`config.mk`:
```
export PLATFORM = sky130hd
export DESIGN_NAME = wash_sequencer
export DESIGN_NICKNAME = d
export VERILOG_FILES = /design/src/rtl/wash_pkg.sv /design/src/rtl/sec_divider.sv /design/src/rtl/wash_sequencer.sv
export SDC_FILE = /design/constraint.sdc
export NUM_CORES = 1
export LEC_CHECK = 0
export ABC_AREA = 1
export CAP_MARGIN = 10
export CORE_MARGIN = 4
export CORE_UTILIZATION = 54
export CTS_CLUSTER_DIAMETER = 120
export DETAILED_ROUTE_END_ITERATION = 10
export PLACE_DENSITY = 0.77
export SLEW_MARGIN = 15
export SYNTH_ARGS = -nofsm -noshare
export SYNTH_HDL_FRONTEND = slang
export SYNTH_SLANG_ARGS = --single-unit
```
`constraint.sdc`:
```
create_clock -name cp -period 3.92 [get_ports cp]
set_input_delay 0.784 -clock cp [delete_from_list [all_inputs] [get_ports cp]]
set_output_delay 0.784 -clock cp [all_outputs]
set_load 0.005 [all_outputs]
```
`src/rtl/wash_pkg.sv`:
```
// Shared definitions for the washing-machine sequencer: state codes,
// program mask table, phase durations and display codes.
package wash_pkg;

  typedef enum logic [2:0] {
    ST_SHUTDOWN = 3'd0,
    ST_BEGIN    = 3'd1,
    ST_SET      = 3'd2,
    ST_RUN      = 3'd3,
    ST_ERROR    = 3'd4,
    ST_PAUSE    = 3'd5,
    ST_FINISH   = 3'd6
  } state_e;

  localparam logic [5:0] DISP_EMPTY = 6'd55;
  localparam logic [5:0] DISP_FULL  = 6'd56;
  localparam logic [5:0] DISP_PAUSE = 6'd57;

  // Mask bit 7-k set means phase k is part of the program.
  function automatic logic [7:0] prog_mask(input logic [1:0] prog);
    case (prog)
      2'd0:    prog_mask = 8'hFF;
      2'd1:    prog_mask = 8'hC3;
      2'd2:    prog_mask = 8'h3F;
      default: prog_mask = 8'h03;
    endcase
  endfunction

  function automatic logic [7:0] phase_dur(input logic [2:0] idx,
                                           input logic [7:0] fill,
                                           input logic [7:0] wash,
                                           input logic [7:0] drain,
                                           input logic [7:0] spin,
                                           input logic [7:0] rinse);
    case (idx)
      3'd0, 3'd4: phase_dur = fill;
      3'd1:       phase_dur = wash;
      3'd2, 3'd6: phase_dur = drain;
      3'd3, 3'd7: phase_dur = spin;
      default:    phase_dur = rinse;
    endcase
  endfunction

endpackage

```
`src/rtl/sec_divider.sv`:
```
// 1 Hz time base: counter 0..SEC_DIV-1, one-cycle tick on the wrap cycle,
// 50% duty square wave. clr restarts both counter and square wave.
module sec_divider #(
  parameter int SEC_DIV = 50_000_000
) (
  input  logic cp,
  input  logic rst_n,
  input  logic clr,
  output logic tick,
  output logic second
);

  localparam int CW = (SEC_DIV > 2) ? $clog2(SEC_DIV) : 1;
  localparam logic [CW-1:0] LAST = CW'(SEC_DIV - 1);
  localparam logic [CW-1:0] HALF = CW'(SEC_DIV / 2 - 1);

  logic [CW-1:0] cnt_q;
  logic          second_q;

  always_ff @(posedge cp or negedge rst_n) begin
    if (!rst_n) begin
      cnt_q    <= '0;
      second_q <= 1'b0;
    end else if (clr) begin
      cnt_q    <= '0;
      second_q <= 1'b0;
    end else begin
      cnt_q <= (cnt_q == LAST) ? '0 : cnt_q + 1'b1;
      if (cnt_q == LAST || cnt_q == HALF) second_q <= ~second_q;
    end
  end

  assign tick   = (cnt_q == LAST) && !clr;
  assign second = second_q;

endmodule

```
`src/rtl/wash_sequencer.sv`:
```
// Washing-machine program controller: phase sequencing, timers and display digits.
// Optional WASH_BUZZER_EN adds a buzzer output driven in finish and on error entry.
module wash_sequencer
  import wash_pkg::*;
#(
  parameter int SEC_DIV   = 50_000_000,
  parameter int FILL_SEC  = 3,
  parameter int WASH_SEC  = 9,
  parameter int DRAIN_SEC = 3,
  parameter int SPIN_SEC  = 3,
  parameter int RINSE_SEC = 6,
  parameter int SHOW_SEC  = 2
) (
  input  logic       cp,
  input  logic       rst_n,
  input  logic       power_btn,
  input  logic       start_btn,
  input  logic       mode_btn,
  input  logic       door_open,
  output logic [2:0] state,
  output logic [9:0] data,
  output logic [2:0] shinning,
  output logic       second,
  output logic [5:0] in_left,
  output logic [5:0] in_middle,
  output logic [5:0] in_right
`ifdef WASH_BUZZER_EN
  ,
  output logic       buzzer
`endif
);

  state_e     state_q;
  logic       pwr_q, start_q, mode_q;
  logic [7:0] mask_q, ptime_q, total_q, show_q;
  logic [1:0] prog_q;
  logic [2:0] phase_q;

  logic       tick, sec_w, clr_w;
  logic       pwr_e, start_e, mode_e;
  logic [7:0] mask_d, disp_w;
  logic [2:0] next_phase_d, first_phase_d;

  function automatic logic [7:0] dur(input logic [2:0] idx);
    dur = phase_dur(idx, 8'(FILL_SEC), 8'(WASH_SEC), 8'(DRAIN_SEC),
                    8'(SPIN_SEC), 8'(RINSE_SEC));
  endfunction

  // Lowest pending phase index is the one that runs next.
  function automatic logic [2:0] first_phase(input logic [7:0] m);
    first_phase = 3'd0;
    for (int i = 7; i >= 0; i--) if (m[7-i]) first_phase = 3'(i);
  endfunction

  function automatic logic [7:0] mask_total(input logic [7:0] m);
    mask_total = 8'd0;
    for (int i = 0; i < 8; i++) if (m[7-i]) mask_total = mask_total + dur(3'(i));
  endfunction

  assign pwr_e         = power_btn & ~pwr_q;
  assign start_e       = start_btn & ~start_q;
  assign mode_e        = mode_btn & ~mode_q;
  assign clr_w         = pwr_e && (state_q == ST_SHUTDOWN);
  assign mask_d        = mask_q & ~(8'h80 >> phase_q);
  assign next_phase_d  = first_phase(mask_d);
  assign first_phase_d = first_phase(mask_q);

  sec_divider #(.SEC_DIV(SEC_DIV)) u_div (
    .cp     (cp),
    .rst_n  (rst_n),
    .clr    (clr_w),
    .tick   (tick),
    .second (sec_w)
  );

  always_ff @(posedge cp or negedge rst_n) begin
    if (!rst_n) begin
      state_q <= ST_SHUTDOWN;
      pwr_q   <= 1'b0;
      start_q <= 1'b0;
      mode_q  <= 1'b0;
      mask_q  <= '0;
      prog_q  <= '0;
      phase_q <= '0;
      ptime_q <= '0;
      total_q <= '0;
      show_q  <= '0;
    end else begin
      pwr_q   <= power_btn;
      start_q <= start_btn;
      mode_q  <= mode_btn;
      if (pwr_e) begin
        state_q <= (state_q == ST_SHUTDOWN) ? ST_BEGIN : ST_SHUTDOWN;
        mask_q  <= '0;
        prog_q  <= '0;
        phase_q <= '0;
        ptime_q <= '0;
        total_q <= '0;
        show_q  <= 8'(SHOW_SEC);
      end else begin
        case (state_q)
          ST_BEGIN, ST_FINISH: if (tick) begin
            show_q <= show_q - 8'd1;
            if (show_q == 8'd1) begin
              state_q <= ST_SET;
              mask_q  <= prog_mask(prog_q);
            end
          end
          ST_SET: if (!door_open) begin
            if (start_e) begin
              state_q <= ST_RUN;
              total_q <= mask_total(mask_q);
              phase_q <= first_phase_d;
              ptime_q <= dur(first_phase_d);
            end else if (mode_e) begin
              prog_q <= prog_q + 2'd1;
              mask_q <= prog_mask(prog_q + 2'd1);
            end
          end
          ST_RUN: begin
            if (door_open) state_q <= ST_ERROR;
            else if (start_e) state_q <= ST_PAUSE;
            else if (tick) begin
              total_q <= total_q - 8'd1;
              ptime_q <= ptime_q - 8'd1;
              if (ptime_q == 8'd1) begin
                mask_q <= mask_d;
                if (mask_d == 8'd0) begin
                  state_q <= ST_FINISH;
                  show_q  <= 8'(SHOW_SEC);
                end else begin
                  phase_q <= next_phase_d;
                  ptime_q <= dur(next_phase_d);
                end
              end
            end
          end
          ST_PAUSE: begin
            if (door_open) state_q <= ST_ERROR;
            else if (start_e) state_q <= ST_RUN;
          end
          ST_ERROR: if (!door_open && start_e) state_q <= ST_RUN;
          default: ;
        endcase
      end
    end
  end

`ifdef WASH_BUZZER_EN
  logic err_pulse_q;

  always_ff @(posedge cp or negedge rst_n) begin
    if (!rst_n) err_pulse_q <= 1'b0;
    else if (pwr_e) err_pulse_q <= 1'b0;
    else if ((state_q == ST_RUN || state_q == ST_PAUSE) && door_open) err_pulse_q <= 1'b1;
    else if (tick) err_pulse_q <= 1'b0;
  end

  assign buzzer = ((state_q == ST_FINISH) && sec_w) || err_pulse_q;
`endif

  assign disp_w    = (total_q > 8'd99) ? 8'd99 : total_q;
  assign state     = state_q;
  assign data      = {state_q == ST_SET, state_q != ST_SHUTDOWN, mask_q};
  assign shinning  = phase_q;
  assign second    = sec_w;
  assign in_left   = 6'(disp_w / 8'd10);
  assign in_middle = 6'(disp_w % 8'd10);
  assign in_right  = {4'd0, prog_q};

endmodule
```
==> results.cfg <==
[cts]
clock_path_buffers = 2
tritoncts = yes
clock_sinks = 70
hold_buffer_count_at_cts = 0
htree_levels = 3
clkSlewWorstSetupHoldPaths_ps = 80
clk_latency_ps = 350
clock_buffer_count_from_cts = 9
cts.root.buffer_cell = sky130_fd_sc_hd__clkbuf_8

[cells_and_area]
antenna-diode-count = 0
layout.area.seq_um2 = 1754
drive_above_1_share_pct = 13.38
multi_input_comb_area_um2 = 3318
nets = 929
area_growth_pct = 16.93
most_common_cell_after_layout_fill_and_taps_aside = sky130_fd_sc_hd__nand2_1
final_cells = 1037
most-common-layout-cells = sky130_fd_sc_hd__nand2_1 (190), sky130_fd_sc_hd__inv_1 (120), sky130_fd_sc_hd__nor2_1 (97)
fillerInstances = 867
design_area_final_um2 = 6481

[global_route]
global_route_wire_length_before_repair_um = 22660
gr-usage-all-layers_pct = 22.98
first_global_vias = 5263
grt_max_degree = 71
antenna_found_initial = 0
grt.overflow.total = 0

[min_path]
holdCritPathClass = flip-flop to flip-flop
worst_hold_path.num_cells = 1

[critical_path]
cpMaxStageDelayCell = sky130_fd_sc_hd__dfrtp_1
cp.arrival_ps = 3980
worst_setup_path_end_kind = flip-flop
crit_required_ps = 4170
crit_top_cell = sky130_fd_sc_hd__nand2_1
worstRegToRegCells = 29
worstPathMaxFanout = 6
max_stage_delay_ps = 400
start_kind = flip-flop
timing_worst_setup_path_type = flip-flop to flip-flop

[detailed_routing]
vias_per_cell = 5.346
avgRoutedWirePerCell_um = 12.79
drtPass1Iterations = 7
drt_drc_violations_left = 0
wl_um = 13270
route.antenna.remaining_nets = 0
drt_iter0_drc = 358
via_count = 5544

[logic_synthesis]
synthesized_area_um2 = 5543
synth_top_flop_cell = sky130_fd_sc_hd__dfrtp_1
postSynthRegisterBits = 70
synth.yosys.seq_area_share_pct = 31.60
ys_async_sr_fraction_pct = 100.0
yosys_warning_total = 0
number_of_synthesized_flops_with_an_enable_pin = 0
post_synth_num_cell_types = 48
synth.avg_cell_area_um2 = 6.567
syn_inst = 844

[sta]
layout_worst_path_cycle_share_pct = 95.26
max_slew_margin_pct = 41.23
period_minus_slack_ps = 3734
worst_hold_slack_ps = 464.2
timing.clock.skew_ps = 12.73
timing_max_transition_violations_final = 0
timing.final.ws_setup_ps = 186.0
timing.final.setup_violations = 0
hold_viol_final = 0
fmaxAchievable_mhz = 267.8
tightest_slew_ps = 881.5

[die]
start_util_pct = 56.19
chipHeight_um = 109.3
std_cell_rows = 36
fp.coreArea_um2 = 9864
dieArea_um2 = 11950
top_level_ports = 41
die_x_um = 109.3

[status]
result_of_the_run = completed

[place]
placement.setup.worst_slack_ps = -58.39
gp_routability_congestion = 0.9472
detailed_place_hpwl_um = 9697
placement.io_buffers = 33
place.detailed.instances = 1008
placement.cell_area_um2 = 6022

[flow_run]
drv_cap = 0

[power_and_ir_drop]
pwr_density_cell_nw_per_um2 = 957.1
static-leakage-power_uw = 0.003235
worst_ir_drop_vdd_v = 0.0004415
total_power_of_the_final_layout_uw = 6203
-- final timing paths --
path	startpoint	endpoint	slack [ps]
setup / recovery	mask_q[7]$_DFFE_PN0P_	total_q[5]$_DFFE_PN0P_	190
hold / removal	u_div.cnt_q[0]$_DFF_PN0_	u_div.cnt_q[0]$_DFF_PN0_	460
setup reg to reg	mask_q[7]$_DFFE_PN0P_	total_q[5]$_DFFE_PN0P_	190
hold reg to reg	u_div.cnt_q[0]$_DFF_PN0_	u_div.cnt_q[0]$_DFF_PN0_	460
max in group asynchronous	rst_n	total_q[6]$_DFFE_PN0P_	2670
min in group asynchronous	rst_n	prog_q[1]$_DFFE_PN0P_	640
-- registers in the layout, indices dropped and copies added (netlist names) --
name and flops:
state 3, u_div.cnt_q 26, mask_q 8, shinning 3, start_q 1, prog_q 2, ptime_q 8, show_q 8
pwr_q 1, u_div.second 1, total_q 8, mode_q 1
-- cell type report --
class	count	area share, %
clock inverters	4	1.120
flip-flops and latches	70	27.07
clock buffers	10	2.124
inverters	137	8.012
repair buffers	57	7.915
multi-input cells	626	51.20
well taps	133	2.568
-- metrics by stage --
step	utilization, %	TNS (ps)
finish	65.70	0
global route	65.70	-202.2
CTS	63.72	0
detailed placement	61.05	-82.49
global placement	61.05	0
floorplan	-	0
-- logic make-up after synthesis --
kind of cell               synth area share [%]
and+or+nand+nor                           36.19
adders and majority gates                 4.966
DFF                                       31.60
xor gates and xnor gates                  2.686
buffers and inverters                     11.17
AOI/OAI and AO/OA                         13.32
other                                   0.06766
-- critical path: cells and delay by family, from the launching register on --
family	cells	cell delay [ps]
AO/OA/AOI/OAI	1	120
adder cells (fa/ha/maj)	4	870
buffers and inverters	5	390
flip-flops	1	400
AND/OR/NAND/NOR	19	1820
-- report_power, final --
group	leakage (uW)	internal, uW	switching [uW]
Clock	0.000104	368	272
Sequential	0.000914	940	224
Combinational	0.00222	1750	2650
Total	0.00323	3060	3140
-- Yosys cell counts, types with 4 or more instances --
master	number	share of area (%)
sky130_fd_sc_hd__a31oi_1	4	0.45
sky130_fd_sc_hd__xnor2_1	5	0.79
sky130_fd_sc_hd__inv_1	124	8.4
sky130_fd_sc_hd__nand3_2	4	0.72
sky130_fd_sc_hd__clkbuf_1	5	0.34
sky130_fd_sc_hd__nand2_1	200	14
sky130_fd_sc_hd__nor3b_1	4	0.54
sky130_fd_sc_hd__ha_1	22	5.0
sky130_fd_sc_hd__o21ai_1	7	0.63
sky130_fd_sc_hd__o22ai_1	6	0.68
sky130_fd_sc_hd__inv_2	11	0.74
sky130_fd_sc_hd__or2_2	4	0.45
sky130_fd_sc_hd__xor2_1	12	1.9
sky130_fd_sc_hd__buf_2	4	0.36
sky130_fd_sc_hd__nor3_1	14	1.3
sky130_fd_sc_hd__nor2_1	101	6.8
sky130_fd_sc_hd__a21oi_1	39	3.5
sky130_fd_sc_hd__nand4_1	14	1.6
sky130_fd_sc_hd__nand2_2	11	1.2
sky130_fd_sc_hd__o21ai_0	60	5.4
sky130_fd_sc_hd__dfrtp_1	70	32
sky130_fd_sc_hd__nand3_1	68	6.1
sky130_fd_sc_hd__buf_4	7	0.95
sky130_fd_sc_hd__nor2_2	10	1.1
-- layer usage --
layer  vias to the layer above  part of all wire (%)  GRT usage, %  routed length [um]
li1                       2816                     -             -                   -
met1                      2556                    44         29.27                5871
met2                       146                    50         39.78                6576
met3                        26                   4.5         3.758                 603
met4                         0                   1.6         7.658                 215
met5                         -                     0             0                   0
-- what timing repair did --
item	CTS	global route
endpoints found under the setup margin	4	9
buffers inserted	4	11
pin swaps	2	20
gates resized for setup	7	35
Note: power is estimated with default switching activity, not from simulation.
